[config.mk]
export PLATFORM = sky130hd
export DESIGN_NAME = sd_spi_host_cmd
export DESIGN_NICKNAME = d
export VERILOG_FILES = /design/src/rtl/sd_spi_pkg.sv /design/src/rtl/sd_spi_shift.sv /design/src/rtl/sd_spi_host_cmd.sv
export SDC_FILE = /design/constraint.sdc
export NUM_CORES = 1
export LEC_CHECK = 0
export BUFFER_PORTS_ARGS = -buffer_cell sky130_fd_sc_hd__buf_4
export CORE_MARGIN = 2
export CORE_UTILIZATION = 30
export DETAILED_ROUTE_END_ITERATION = 16
export PLACE_DENSITY = 0.45
export RECOVER_POWER = 100
export SYNTH_ARGS = -nofsm -noshare
export SYNTH_HDL_FRONTEND = slang
export SYNTH_HIERARCHICAL = 1
export SYNTH_SLANG_ARGS = --single-unit
[constraint.sdc]
create_clock -name clk_50 -period 2.25 [get_ports clk_50]
set_input_delay 0.225 -clock clk_50 [delete_from_list [all_inputs] [get_ports clk_50]]
set_output_delay 0.225 -clock clk_50 [all_outputs]
set_load 0.005 [all_outputs]
[src/rtl/sd_spi_pkg.sv]
// Shared definitions for the SPI-mode SD host command engine: FSM encoding,
// framing constants and the bit-serial CRC7 step.
package sd_spi_pkg;

   typedef enum logic [2:0] {
      ST_IDLE,
      ST_CS_LO,
      ST_PRE,
      ST_CMD,
      ST_WAIT_R,
      ST_RESP,
      ST_TAIL,
      ST_DONE
   } state_t;

   localparam logic [1:0] START_BITS = 2'b01;
   localparam logic [6:0] CRC7_POLY  = 7'h09;
   localparam logic [7:0] FILL_BYTE  = 8'hFF;

   localparam logic [2:0] R1 = 3'd1;
   localparam logic [2:0] R2 = 3'd2;
   localparam logic [2:0] R7 = 3'd5;

   // Anything that is not a 2-byte request is read as the short or long form.
   function automatic logic [2:0] norm_resp_len(input logic [2:0] len);
      case (len)
         3'd0, 3'd1: return R1;
         3'd2:       return R2;
         default:    return R7;
      endcase
   endfunction

   function automatic logic [6:0] crc7_step(input logic [6:0] crc, input logic bit_in);
      logic fb;
      fb = crc[6] ^ bit_in;
      return {crc[5:0], 1'b0} ^ (fb ? CRC7_POLY : 7'h00);
   endfunction

endpackage

[src/rtl/sd_spi_shift.sv]
// SPI mode-0 byte shifter: divides clk_50 into spi_sclk, launches MOSI on the
// falling edge, samples MISO on the rising edge, one byte per xfer_go.
module sd_spi_shift
   import sd_spi_pkg::*;
#(
   parameter int CLK_DIV = 2
) (
   input  logic       clk_50,
   input  logic       reset_n,
   input  logic       xfer_go,
   input  logic [7:0] tx_byte,
   output logic       xfer_done,
   output logic [7:0] rx_byte,
   output logic       bit_strobe,
   output logic       spi_sclk,
   output logic       spi_mosi,
   input  logic       spi_miso
);

   localparam int            DW       = (CLK_DIV > 1) ? $clog2(CLK_DIV) : 1;
   localparam logic [DW-1:0] DIV_LAST = DW'(CLK_DIV - 1);

   logic          active;
   logic [DW-1:0] div_cnt;
   logic [2:0]    bit_cnt;
   logic [7:0]    tx_sr;
   logic [7:0]    rx_sr;

   // NOTE: all state here is sequential and uses <= so sclk, MOSI and the
   // shift registers move on the same clk_50 edge without ordering races.
   always_ff @(posedge clk_50 or negedge reset_n) begin
      if (!reset_n) begin
         active     <= 1'b0;
         div_cnt    <= '0;
         bit_cnt    <= '0;
         tx_sr      <= '0;
         rx_sr      <= '0;
         rx_byte    <= '0;
         xfer_done  <= 1'b0;
         bit_strobe <= 1'b0;
         spi_sclk   <= 1'b0;
         spi_mosi   <= 1'b1;
      end else begin
         xfer_done  <= 1'b0;
         bit_strobe <= 1'b0;
         if (!active) begin
            if (xfer_go) begin
               // First bit goes out now, a full half-period before the first rise.
               active     <= 1'b1;
               div_cnt    <= '0;
               bit_cnt    <= '0;
               tx_sr      <= {tx_byte[6:0], 1'b1};
               spi_mosi   <= tx_byte[7];
               bit_strobe <= 1'b1;
            end
         end else if (div_cnt != DIV_LAST) begin
            div_cnt <= div_cnt + 1'b1;
         end else begin
            div_cnt  <= '0;
            spi_sclk <= ~spi_sclk;
            if (!spi_sclk) begin
               rx_sr <= {rx_sr[6:0], spi_miso};
            end else if (bit_cnt == 3'd7) begin
               active    <= 1'b0;
               xfer_done <= 1'b1;
               rx_byte   <= rx_sr;
               spi_mosi  <= FILL_BYTE[7];
            end else begin
               bit_cnt    <= bit_cnt + 1'b1;
               spi_mosi   <= tx_sr[7];
               tx_sr      <= {tx_sr[6:0], 1'b1};
               bit_strobe <= 1'b1;
            end
         end
      end
   end

endmodule

[src/rtl/sd_spi_host_cmd.sv]
// SPI-mode SD host command engine: frames one command with on-the-fly CRC7,
// polls for the response start, captures up to 5 response bytes.
module sd_spi_host_cmd
   import sd_spi_pkg::*;
#(
   parameter int CLK_DIV = 2,
   parameter int NCR_MAX = 8,
   parameter int PRE_FF  = 1
) (
   input  logic        clk_50,
   input  logic        reset_n,
   input  logic        cmd_start,
   input  logic [5:0]  cmd_index,
   input  logic [31:0] cmd_arg,
   input  logic [2:0]  resp_len,
   output logic        busy,
   output logic        done,
   output logic        timeout,
   output logic [39:0] resp_data,
   output logic        spi_sclk,
   output logic        spi_mosi,
   input  logic        spi_miso,
   output logic        spi_cs_n
);

   localparam int            DW       = (CLK_DIV > 1) ? $clog2(CLK_DIV) : 1;
   localparam logic [DW-1:0] DIV_LAST = DW'(CLK_DIV - 1);
   localparam logic [7:0]    PRE_LAST = 8'(PRE_FF - 1);
   localparam logic [7:0]    NCR_LAST = 8'(NCR_MAX - 1);

   state_t        state;
   logic [5:0]    idx_q;
   logic [31:0]   arg_q;
   logic [2:0]    len_q;
   logic [2:0]    remaining;
   logic [7:0]    byte_cnt;
   logic [7:0]    poll_cnt;
   logic [DW-1:0] half_cnt;
   logic [6:0]    crc;
   logic          wait_xfer;
   logic          xfer_go;
   logic [7:0]    tx_byte;
   logic          xfer_done;
   logic [7:0]    rx_byte;
   logic          bit_strobe;
   logic [7:0]    cmd_tx;

   sd_spi_shift #(.CLK_DIV(CLK_DIV)) u_shift (
      .clk_50     (clk_50),
      .reset_n    (reset_n),
      .xfer_go    (xfer_go),
      .tx_byte    (tx_byte),
      .xfer_done  (xfer_done),
      .rx_byte    (rx_byte),
      .bit_strobe (bit_strobe),
      .spi_sclk   (spi_sclk),
      .spi_mosi   (spi_mosi),
      .spi_miso   (spi_miso)
   );

   // NOTE: default assigned first so no path through the case leaves cmd_tx
   // unassigned, which would otherwise infer a latch.
   always_comb begin
      cmd_tx = FILL_BYTE;
      case (byte_cnt)
         8'd0:    cmd_tx = {START_BITS, idx_q};
         8'd1:    cmd_tx = arg_q[31:24];
         8'd2:    cmd_tx = arg_q[23:16];
         8'd3:    cmd_tx = arg_q[15:8];
         8'd4:    cmd_tx = arg_q[7:0];
         8'd5:    cmd_tx = {crc, 1'b1};
         default: cmd_tx = FILL_BYTE;
      endcase
   end

   always_ff @(posedge clk_50 or negedge reset_n) begin
      if (!reset_n) begin
         state     <= ST_IDLE;
         idx_q     <= '0;
         arg_q     <= '0;
         len_q     <= '0;
         remaining <= '0;
         byte_cnt  <= '0;
         poll_cnt  <= '0;
         half_cnt  <= '0;
         crc       <= '0;
         wait_xfer <= 1'b0;
         xfer_go   <= 1'b0;
         tx_byte   <= FILL_BYTE;
         busy      <= 1'b0;
         done      <= 1'b0;
         timeout   <= 1'b0;
         resp_data <= '0;
         spi_cs_n  <= 1'b1;
      end else begin
         xfer_go <= 1'b0;
         done    <= 1'b0;
         // CRC follows the first 40 bits as each one is launched on MOSI.
         if (bit_strobe && state == ST_CMD && byte_cnt < 8'd5)
            crc <= crc7_step(crc, spi_mosi);

         case (state)
            ST_IDLE: begin
               if (cmd_start) begin
                  idx_q     <= cmd_index;
                  arg_q     <= cmd_arg;
                  len_q     <= norm_resp_len(resp_len);
                  resp_data <= '0;
                  timeout   <= 1'b0;
                  busy      <= 1'b1;
                  crc       <= '0;
                  byte_cnt  <= '0;
                  poll_cnt  <= '0;
                  half_cnt  <= '0;
                  spi_cs_n  <= 1'b0;
                  state     <= ST_CS_LO;
               end
            end
            ST_CS_LO: begin
               if (half_cnt == DIV_LAST) state <= (PRE_FF > 0) ? ST_PRE : ST_CMD;
               else                      half_cnt <= half_cnt + 1'b1;
            end
            ST_DONE: begin
               done  <= 1'b1;
               busy  <= 1'b0;
               state <= ST_IDLE;
            end
            default: begin
               if (!wait_xfer) begin
                  xfer_go   <= 1'b1;
                  tx_byte   <= (state == ST_CMD) ? cmd_tx : FILL_BYTE;
                  wait_xfer <= 1'b1;
               end else if (xfer_done) begin
                  wait_xfer <= 1'b0;
                  case (state)
                     ST_PRE: begin
                        if (byte_cnt == PRE_LAST) begin
                           byte_cnt <= '0;
                           state    <= ST_CMD;
                        end else begin
                           byte_cnt <= byte_cnt + 1'b1;
                        end
                     end
                     ST_CMD: begin
                        if (byte_cnt == 8'd5) begin
                           byte_cnt <= '0;
                           state    <= ST_WAIT_R;
                        end else begin
                           byte_cnt <= byte_cnt + 1'b1;
                        end
                     end
                     ST_WAIT_R: begin
                        if (!rx_byte[7]) begin
                           resp_data <= {resp_data[31:0], rx_byte};
                           remaining <= len_q - 3'd1;
                           if (len_q == R1) begin
                              spi_cs_n <= 1'b1;
                              state    <= ST_TAIL;
                           end else begin
                              state <= ST_RESP;
                           end
                        end else if (poll_cnt == NCR_LAST) begin
                           timeout  <= 1'b1;
                           spi_cs_n <= 1'b1;
                           state    <= ST_TAIL;
                        end else begin
                           poll_cnt <= poll_cnt + 1'b1;
                        end
                     end
                     ST_RESP: begin
                        resp_data <= {resp_data[31:0], rx_byte};
                        remaining <= remaining - 3'd1;
                        if (remaining == 3'd1) begin
                           spi_cs_n <= 1'b1;
                           state    <= ST_TAIL;
                        end
                     end
                     ST_TAIL: state <= ST_DONE;
                     default: state <= ST_IDLE;
                  endcase
               end
            end
         endcase
      end
   end

endmodule

==> flow_metrics.env, run 1 <==
export IMPL_setup_tns_ns=0
export IMPL_n_antenna_cell=0
export IMPL_grt_overflow_total=0
export IMPL_worst_voltage_drop_across_the_vdd_grid_mv=0.4595
export IMPL_first_pass_grt_wire_length_mm=26.91
export IMPL_start_util_pct=30.51
export IMPL_max_freq_mhz=465.2
export IMPL_synth_seq_cells=158
export IMPL_die_height_um=158.5
export IMPL_vias_per_cell=4.670
export IMPL_dieArea_sq_um=25120
export IMPL_placed_area_sq_um=8342
export IMPL_insertion_delay_ns=0.43
export IMPL_number_of_synthesized_flops_with_an_enable_pin=0
export IMPL_clk_pin_slew_ns=0.07
export IMPL_avgRoutedWirePerCell_um=14.51
export IMPL_routed_via_count=5081
export IMPL_end_of_the_critical_path="state[0]"
export IMPL_tritoncts="yes"
export IMPL_h_tree_depth=4
export IMPL_power_density_cell_area_nw_per_um2=1277
export IMPL_path_delay_family="simple AND/OR/NAND/NOR gates"
export IMPL_leakagePower_nw=3.857
export IMPL_timing_final_max_slew_violations=0
export IMPL_dieWidth_um=158.5
export IMPL_synthTopCellsByCount="dfrtp_1 (148), nand2_1 (118), mux2_2 (71)"
export IMPL_initialDrtViolationCount=316
export IMPL_critical_path_required_ns=2.55
export IMPL_final_setup_skew_ns=0.009918
export IMPL_placeableCoreArea_sq_um=23470
export IMPL_slew_headroom_pct=29.25
export IMPL_area_growth_synth_to_final_pct=23.10
export IMPL_rrSetupSlack_ns=0.10
export IMPL_clock_tree_buffer_depth=2
export IMPL_period_needed_ns=2.149
export IMPL_warning_count_from_the_yosys_run=6
export IMPL_cts_root_buf="clkbuf_16"
export IMPL_cts_sink_count=158
export IMPL_synth_cell_area_sq_um=7161
export IMPL_crit_end_element="register"
export IMPL_final_layout_size_suffix_gt1_share_pct=28.87
export IMPL_report_final_setup_viol=0
export IMPL_critical_path_startpoint_type="register"
export IMPL_synth_distinct_cells=65
export IMPL_synth_net_count=713
export IMPL_num_io_pins=91
export IMPL_fin_ws_ns=0.1005
export IMPL_outcome="finished clean"
export IMPL_place_port_buffers=90
export IMPL_antenna_violating_nets_post_route=0
export IMPL_worstSetupPathType="register to register"
export IMPL_numCtsBuffers=17
export IMPL_crit_reg2reg_capture="state[0]"
export IMPL_timing_final_crit_share_pct=95.53
export IMPL_synth_most_common_cell="dfrtp_1"
export IMPL_synth_seq_area_share_pct=55.39
export IMPL_timing_hold_violations_final=0
export IMPL_crit_path_cell_trace="or4_1 > or3_1 > a32oi_2 > nand2_1 > mux2_1"
export IMPL_rows=56
export IMPL_critical_path_max_fanout=4
export IMPL_number_of_stages_on_the_worst_setup_path=5
export IMPL_synthDominantAreaCellType="dfrtp_1"
export IMPL_first_global_vias=5254
export IMPL_fraction_of_synthesis_flops_using_an_asynchronous_set_or_reset_pin_pct=100.0
export IMPL_r2r_startpoint="poll_cnt[4]"
export IMPL_drcViolationCount=0
export IMPL_initial_antenna_violation_count=0
export IMPL_synthesis_instances=655
export IMPL_drv_cap=0
export IMPL_number_of_buffer_and_inverter_instances_along_the_worst_setup_path=0
export IMPL_crit_path_max_incr_delay_ns=0.49
export IMPL_timing_worst_slew_pin_value_ns=1.061
export IMPL_hp_class="primary input to register"
export IMPL_drt_pre_antenna_iters=4
export IMPL_worstSetupStartpoint="poll_cnt[4]"
export IMPL_finish_net_count=814
export IMPL_critPathSlowestCell="or4_1"
export IMPL_dominantRegCellSynth="dfrtp_1"
export IMPL_syn_avg_cell_area_sq_um=10.93
export IMPL_gp_routability_congestion=0.7796
export IMPL_post_dp_hpwl_mm=10.99
export IMPL_place_ws_ns=0.1606
export IMPL_drt_total_wl_mm=15.78
export IMPL_global_route_usage_total_pct=13.63
export IMPL_largest_cells_by_area_after_synthesis="dfrtp_1 (52%), mux2_2 (11%), nand2_1 (6.2%)"
export IMPL_grt_start_max_net_pins=64
export IMPL_worstRegToRegCells=5
export IMPL_data_arrival_time_at_the_worst_slack_endpoint_ns=2.45
export IMPL_post_route_cell_area_sq_um=8815
export IMPL_rsz0062_at_grt="false"
export IMPL_post_synth_top_area_fraction_pct=51.72
[state kept, by name (all words and copies together), names as in the netlist, 3 cells and up]
register	cells
resp_data	40
arg_q	32
byte_cnt	8
poll_cnt	8
tx_byte	8
u_shift/rx_byte	8
u_shift/rx_sr	8
u_shift/tx_sr	8
crc	7
idx_q	6
len_q	3
remaining	3
state	3
u_shift/bit_cnt	3
[layout by cell type (no fill, tap or decap), types with 8 or more instances in the layout]
| master | count |
|---|---|
| inv_1 | 14 |
| clkbuf_4 | 33 |
| mux2_2 | 71 |
| nor2_1 | 38 |
| a21oi_1 | 19 |
| mux2i_1 | 16 |
| nand3_1 | 14 |
| nand2_1 | 118 |
| buf_4 | 58 |
| dfrtp_1 | 148 |
| ha_1 | 13 |
| o21ai_0 | 54 |
| clkbuf_1 | 18 |
| dfstp_2 | 8 |
| clkbuf_16 | 17 |
[repair_timing]
action	CTS	global route
buffers inserted	0	0
endpoints found under the setup margin	0	0
hold buffers	1	0
gates resized for setup	0	0
hold endpoints to repair	59	0
[report_power, final]
group          total [mW]  switching, mW  leakage (nW)  internal [mW]
clock network        2.83           1.32         0.277           1.51
logic                3.72           1.86          1.61           1.86
registers            4.71          0.764          1.97           3.95
total                11.3           3.95          3.86           7.31
[area by class of cell]
class / instances / area, sq um
clock inverters: 14 / 143.9
inverters: 14 / 52.55
flip-flops and latches: 158 / 3966
multi-input cells: 446 / 2957
fillers: 2360 / 14660
clock buffers: 18 / 439.2
repair buffers: 119 / 857.1
well taps: 319 / 399.1
[routing by layer]
layer | part of all wire [%] | track usage, % | up-vias
li1 | - | - | 2502
met1 | 46 | 17.70 | 2475
met2 | 48 | 22.34 | 89
met3 | 3.4 | 3.185 | 15
met4 | 1.7 | 4.762 | 0
met5 | 0 | 0 | -
[how the worst min path moves through the flow]
stage	slack (ns)	cells after the start	end	from
after floorplan	-0.07	0	arg_q[0]	reset_n
after global placement	0.28	1	poll_cnt[7]	reset_n
after detailed placement	0.28	1	poll_cnt[4]	reset_n
after CTS	0.001	2	arg_q[27]	cmd_arg[27]
after global routing	0.002	2	arg_q[16]	cmd_arg[16]
final	0.03	2	arg_q[27]	cmd_arg[27]
[cells by family (layout without fill, tap and decap cells)]
| kind of cell | count (synthesis) | in the layout | synth area share (%) |
|---|---|---|---|
| muxes | 88 | 88 | 13.56 |
| adders and majority gates | 13 | 13 | 2.272 |
| AOI/OAI and AO/OA | 116 | 116 | 10.17 |
| buffers and inverters | 51 | 165 | 3.390 |
| xor gates and xnor gates | 9 | 9 | 1.101 |
| DFF | 158 | 158 | 55.39 |
| and+or+nand+nor | 220 | 220 | 14.12 |
[through the flow]
stage / total power, mW / utilization, % / instances / hold slack, ns
final: 11.26 / 37.55 / 1088 / 0.02644
after global routing: 12.19 / 37.55 / 1088 / 0.002154
after CTS: 11.62 / 38.07 / 1088 / 0.001491
after detailed placement: 8.714 / 35.54 / 1055 / 0.2781
after global placement: 8.603 / 35.54 / 1055 / 0.2798
after floorplan: 7.214 / - / 655 / -0.07059
Note: power is estimated with default switching activity, not from simulation.
==> run 2, diff against run 1 <==
Settings changed: SYNTH_HIERARCHICAL 1 to unset.
==> run 2 against run 1 <==
  * Clock skew rose by 0.0018 ns
  * Global-route usage is 0.69 points higher
  * Synthesized cell count grew 13%
  * Area after synthesis fell by 0.82%
  * Worst setup slack better by 0.045 ns
  * Critical path type unchanged
==> flow_metrics.env, run 2 <==
export IMPL_outcome="finished clean"
export IMPL_synthesis_instances=738
export IMPL_power_share_of_the_combinational_group_pct=3.1
export IMPL_crit_path_cell_trace="or3_4 > or2_0 > nor3_4 > mux2i_1 > nor2_1"
export IMPL_final_hold_slack_ns=0.01557
export IMPL_warning_count_from_the_yosys_run=0
export IMPL_first_pass_grt_wire_length_mm=28.10
export IMPL_drv_cap=0
export IMPL_final_layout_size_suffix_gt1_share_pct=18.58
export IMPL_final_setup_skew_ns=0.01167
export IMPL_synth_cell_area_sq_um=7102
export IMPL_period_needed_ns=2.104
export IMPL_synth_net_count=795
export IMPL_max_freq_mhz=475.2
export IMPL_finish_net_count=916
export IMPL_largest_register_ff_count=40
export IMPL_top_regs="resp_data: 40 flops, arg_q: 32 flops"
export IMPL_layout_cells_most_common="nand2_1"
export IMPL_cts_sink_count=158
export IMPL_clk_pin_slew_ns=0.07
export IMPL_clock_tree_buffer_depth=2
export IMPL_grt_start_max_net_pins=79
export IMPL_sw_frac_of_total_pct=21.70
export IMPL_setup_tns_ns=0
export IMPL_timing_final_crit_share_pct=93.52
export IMPL_commonest_non_fill_non_tap_cells_in_the_layout="nand2_1 (227), dfrtp_1 (148), o21ai_0 (64), buf_4 (54), dlygate4sd3_1 (36)"
export IMPL_hold_path_startpoint="cmd_arg[8]"
export IMPL_met3_length_um=759
export IMPL_report_final_setup_viol=0
export IMPL_p_seq_share_pct=46.4
export IMPL_leakagePower_nw=4.369
export IMPL_total_switching_power_mw=1.342
export IMPL_post_cts_resized_instances=0
export IMPL_placeableCoreArea_sq_um=23330
export IMPL_routed_via_count=5502
export IMPL_critPathSlowestCell="nor3_4"
export IMPL_h_tree_depth=4
export IMPL_critical_path_startpoint_type="register"
export IMPL_critical_path_max_fanout=8
export IMPL_place_ws_ns=0.1467
export IMPL_crit_end_element="register"
export IMPL_dominantRegCellSynth="dfrtp_1"
export IMPL_worst_voltage_drop_across_the_vdd_grid_mv=0.3974
export IMPL_num_io_pins=91
export IMPL_synth_seq_cells=158
export IMPL_p_clk_share_pct=50.6
export IMPL_crit_reg2reg_capture="crc[3]"
export IMPL_synthTopCellsByCount="nand2_1 (227), dfrtp_1 (148), o21ai_0 (64)"
export IMPL_worstRegToRegCells=5
export IMPL_vias_per_cell=4.620
export IMPL_antenna_violating_nets_post_route=0
export IMPL_n_antenna_cell=0
export IMPL_initialDrtViolationCount=327
export IMPL_gp_routability_congestion=0.8035
export IMPL_synth_most_common_cell="nand2_1"
export IMPL_timing_hold_violations_final=0
export IMPL_dieWidth_um=157.9
export IMPL_power_density_cell_area_nw_per_um2=677.9
export IMPL_r2r_startpoint="byte_cnt[5]"
export IMPL_initial_antenna_violation_count=0
export IMPL_synthDominantAreaCellType="dfrtp_1"
export IMPL_timing_final_max_slew_violations=0
export IMPL_dieArea_sq_um=24920
export IMPL_first_global_vias=5536
export IMPL_whs_path_depth=3
export IMPL_worstHoldEndpoint="arg_q[8]"
export IMPL_rsz0062_at_grt="false"
export IMPL_numCtsBuffers=17
export IMPL_avgRoutedWirePerCell_um=14.32
export IMPL_cts_root_buf="clkbuf_16"
export IMPL_syn_avg_cell_area_sq_um=9.623
export IMPL_area_growth_synth_to_final_pct=28.42
export IMPL_drt_total_wl_mm=17.06
export IMPL_synth_seq_area_share_pct=55.85
export IMPL_rows=56
export IMPL_largest_cells_by_area_after_synthesis="dfrtp_1 (52%), nand2_1 (12%), o21ai_0 (4.5%)"
export IMPL_insertion_delay_ns=0.43
export IMPL_drcViolationCount=0
export IMPL_grt_overflow_total=0
export IMPL_post_synth_top_area_fraction_pct=52.15
export IMPL_worstSetupPathType="register to register"
export IMPL_die_height_um=157.9
export IMPL_route_top_layer_used="met4"
export IMPL_data_arrival_time_at_the_worst_slack_endpoint_ns=2.41
export IMPL_tritoncts="yes"
export IMPL_synth_distinct_cells=58
export IMPL_timing_worst_slew_pin_value_ns=1.312
export IMPL_met2WireLength_mm=7.817
export IMPL_global_route_usage_total_pct=14.32
export IMPL_number_of_synthesized_flops_with_an_enable_pin=0
export IMPL_place_port_buffers=90
export IMPL_critical_path_required_ns=2.56
export IMPL_fin_ws_ns=0.1457
export IMPL_post_dp_hpwl_mm=11.69
export IMPL_cell_internal_pwr_mw=4.841
export IMPL_start_util_pct=30.44
export IMPL_fraction_of_synthesis_flops_using_an_asynchronous_set_or_reset_pin_pct=100.0
export IMPL_drt_pre_antenna_iters=4
export IMPL_top_register="resp_data"
export IMPL_hp_class="primary input to register"
export IMPL_crit_path_max_incr_delay_ns=0.48
export IMPL_wl_on_met1_mm=8.167
export IMPL_slew_headroom_pct=12.54
export IMPL_rrSetupSlack_ns=0.15
export IMPL_final_core_util_pct=39.09
## run 2: power by group through the flow
stage	clock network (mW)	logic (mW)	registers, mW
floorplan	0	0.0171	2.92
global placement	0	0.147	2.92
finish	3.13	0.190	2.87
detailed placement	0	0.150	2.92
global route	3.33	0.214	2.87
CTS	3.21	0.200	2.87
## run 2: what timing repair did
action,4_1_cts,5_1_grt
buffers inserted,0,0
endpoints found under the hold margin,80,0
hold buffers,36,0
## run 2: cell type report
class / instances / area (sq um)
Timing Repair Buffer: 144 / 1172
Fill cell: 2358 / 14210
Sequential cell: 158 / 3966
Inverter: 17 / 63.81
Clock inverter: 15 / 209.0
Clock buffer: 17 / 425.4
Tap cell: 319 / 399.1
Multi-Input combinational cell: 521 / 2884
## run 2: stage by stage
stage	instance area, sq um	total power, mW	instances
6_report	9120	6.182	1191
5_1_grt	9120	6.415	1191
4_1_cts	9210	6.277	1191
3_5_place_dp	8215	3.069	1123
3_3_place_gp	8215	3.065	1123
2_1_floorplan	7102	2.933	738
## run 2: logic make-up after synthesis
family                     synth area share [%]
and+or+nand+nor                           19.43
DFF                                       55.85
AOI/OAI and AO/OA                         12.54
buffers and inverters                     3.383
muxes                                     5.691
adders and majority gates                 2.114
xor gates and xnor gates                 0.9865
## run 2: per-layer routing
metal  global-route usage [%]  up-vias
met1                    18.92     2617
li1                         -     2743
met3                    3.531       21
met4                    4.545        0
met2                    23.11      121
met5                        0        -
## run 2: worst max path at each step
stage                 from  endpoint  slack [ns]  cells past startpoint
2_1_floorplan  byte_cnt[0]  state[0]        0.32                      8
3_3_place_gp   byte_cnt[5]    crc[3]        0.19                      5
3_5_place_dp   byte_cnt[5]    crc[3]        0.15                      5
4_1_cts        byte_cnt[5]    crc[3]        0.13                      5
5_1_grt        byte_cnt[5]    crc[4]        0.04                      5
6_report       byte_cnt[5]    crc[3]        0.15                      5
## run 2: critical path, delay by kind of cell (launching register included)
family           cells  cell delay [ns]
AND/OR/NAND/NOR      4             1.31
flip-flops           1             0.42
multiplexers         1             0.24
==> run 3, diff against run 2 <==
--- a/config.mk
+++ b/config.mk
@@ -11,2 +11,3 @@
 export DETAILED_ROUTE_END_ITERATION = 16
+export MAX_ROUTING_LAYER = met4
 export PLACE_DENSITY = 0.45
==> constraint.sdc (replaced) <==
create_clock -name clk_50 -period 2.25 [get_ports clk_50]
set_input_delay 0.1125 -clock clk_50 [delete_from_list [all_inputs] [get_ports clk_50]]
set_output_delay 0.1125 -clock clk_50 [all_outputs]
set_load 0.005 [all_outputs]
==> run 3 against run 2 <==
  * Via count increased by 1.9%
  * Sequential power about the same
  * Global-route usage increased by 0.36 points
  * Maximum frequency decreased by 3.0%
  * Combinational power increased by 6%
  * Critical endpoint is now state[0]
==> flow_metrics.env, run 3 (same netlist as run 2, synthesis figures left out) <==
export IMPL_worstSetupStartpoint="poll_cnt[5]"
export IMPL_routed_via_count=5606
export IMPL_cts_repair_timing_setup_buffer_count=0
export IMPL_crit_reg2reg_capture="state[0]"
export IMPL_report_final_setup_viol=0
export IMPL_initial_antenna_violation_count=0
export IMPL_leakagePower_nw=4.393
export IMPL_die_height_um=157.9
export IMPL_end_of_the_critical_path="state[0]"
export IMPL_post_dp_hpwl_mm=11.61
export IMPL_outcome="finished clean"
export IMPL_final_layout_size_suffix_gt1_share_pct=18.30
export IMPL_first_pass_grt_wire_length_mm=27.99
export IMPL_num_io_pins=91
export IMPL_worst_voltage_drop_across_the_vdd_grid_mv=0.4072
export IMPL_dieArea_sq_um=24920
export IMPL_critical_path_startpoint_type="register"
export IMPL_fin_ws_ns=0.08143
export IMPL_r2r_startpoint="poll_cnt[5]"
export IMPL_place_port_buffers=90
export IMPL_drv_cap=0
export IMPL_crit_end_element="register"
export IMPL_top_register="resp_data"
export IMPL_cts_sink_count=158
export IMPL_insertion_delay_ns=0.42
export IMPL_timing_final_crit_share_pct=96.38
export IMPL_timing_worst_slew_pin_value_ns=1.436
export IMPL_vias_per_cell=4.676
export IMPL_cell_internal_pwr_mw=4.962
export IMPL_power_share_of_the_combinational_group_pct=3.2
export IMPL_critical_path_max_fanout=5
export IMPL_rows=56
export IMPL_total_switching_power_mw=1.331
export IMPL_start_util_pct=30.44
export IMPL_data_arrival_time_at_the_worst_slack_endpoint_ns=2.52
export IMPL_timing_final_max_slew_violations=0
export IMPL_sw_frac_of_total_pct=21.14
export IMPL_global_route_usage_total_pct=14.68
export IMPL_layout_cells_most_common="nand2_1"
export IMPL_max_freq_mhz=461.1
export IMPL_whs_path_depth=3
export IMPL_avgRoutedWirePerCell_um=14.22
export IMPL_commonest_non_fill_non_tap_cells_in_the_layout="nand2_1 (227), dfrtp_1 (148), o21ai_0 (64), buf_4 (56), dlygate4sd3_1 (44)"
export IMPL_n_antenna_cell=0
export IMPL_hp_class="primary input to register"
export IMPL_drcViolationCount=0
export IMPL_place_ws_ns=0.1356
export IMPL_setup_tns_ns=0
export IMPL_sequential_standard_cell_area_sq_um=3966
export IMPL_final_core_util_pct=39.42
export IMPL_tritoncts="yes"
export IMPL_initialDrtViolationCount=340
export IMPL_antenna_violating_nets_post_route=0
export IMPL_p_clk_share_pct=51.3
export IMPL_period_needed_ns=2.169
export IMPL_finish_net_count=924
export IMPL_largest_register_ff_count=40
export IMPL_numCtsBuffers=17
export IMPL_worstSetupPathType="register to register"
export IMPL_final_setup_skew_ns=0.01220
export IMPL_rsz0062_at_grt="false"
export IMPL_area_taken_by_multi_input_logic_gates_sq_um=2897
export IMPL_hold_path_startpoint="cmd_start"
export IMPL_slew_headroom_pct=4.281
export IMPL_grt_overflow_total=0
export IMPL_power_density_cell_area_nw_per_um2=684.2
export IMPL_drt_total_wl_mm=17.05
export IMPL_critical_path_required_ns=2.60
export IMPL_drt_pre_antenna_iters=4
export IMPL_grt_start_max_net_pins=79
export IMPL_first_global_vias=5530
export IMPL_worstRegToRegCells=5
export IMPL_dieWidth_um=157.9
export IMPL_placeableCoreArea_sq_um=23330
export IMPL_clock_tree_buffer_depth=2
export IMPL_gp_routability_congestion=0.7853
export IMPL_area_growth_synth_to_final_pct=29.51
export IMPL_report_power_total_mw=6.293
export IMPL_p_seq_share_pct=45.5
export IMPL_timing_hold_violations_final=0
export IMPL_h_tree_depth=4
export IMPL_cts_root_buf="clkbuf_16"
export IMPL_clk_pin_slew_ns=0.06
export IMPL_rrSetupSlack_ns=0.08
export IMPL_num_fill_cells=2358
export IMPL_top_regs="resp_data: 40 flops, arg_q: 32 flops"
## run 3: cell types whose count changed in the layout (fill, tap and decap cells not counted), sizes merged
cell,before,now
dlygate4sd3,36,44
clkinvlp,2,0
buf,60,61
bufinv,4,5
clkbuf,65,64
inv,22,23
## run 3: metal layers
layer  track usage (%)  routed length, um  vias to the layer above
li1                  -                  -                     2757
met3             3.394                786                       16
met2             23.62               8177                      141
met5                 -                  0                        -
met4             4.329                261                        0
met1             18.49               7822                     2692
## run 3: power by group through the flow
stage	sequential, mW	combinational, mW	clock [mW]
after floorplan	2.92	0.0171	0
after global placement	2.92	0.149	0
after detailed placement	2.92	0.152	0
after CTS	2.87	0.212	3.32
after global routing	2.87	0.226	3.43
final	2.87	0.201	3.23
## run 3: layout make-up
class                   count  area share, %
well taps                 319          4.340
clock inverters            15          2.503
multi-input cells         521          31.49
inverters                  17         0.6938
clock buffers              17          4.625
repair buffers            152          13.22
flip-flops and latches    158          43.12
## run 3: metrics by stage
stage	instance area [sq um]	instances	hold slack, ns
after global placement	8215	1123	0.1147
after global routing	9198	1199	0.05264
final	9198	1199	0.03566
after CTS	9311	1199	0.01548
after detailed placement	8215	1123	0.1231
after floorplan	7102	738	-0.1831
## run 3: worst min-delay path by stage
stage                    end  slack, ns
6_report            half_cnt       0.04
4_1_cts             half_cnt       0.02
5_1_grt             half_cnt       0.05
3_5_place_dp   resp_data[32]       0.12
3_3_place_gp   resp_data[33]       0.11
2_1_floorplan       arg_q[0]      -0.18
## run 3: timing repair
action,CTS,global route
hold endpoints to repair,95,0
hold buffers,44,0
setup endpoints to repair,0,1
gates resized for setup,0,1
## run 3: worst max-delay path, stage by stage (launching register included)
cell,delay [ns]
dfrtp_1,0.41
or4_1,0.55
nor3_1,0.37
o221ai_2,0.20
or4_1,0.49
nand2_1,0.08
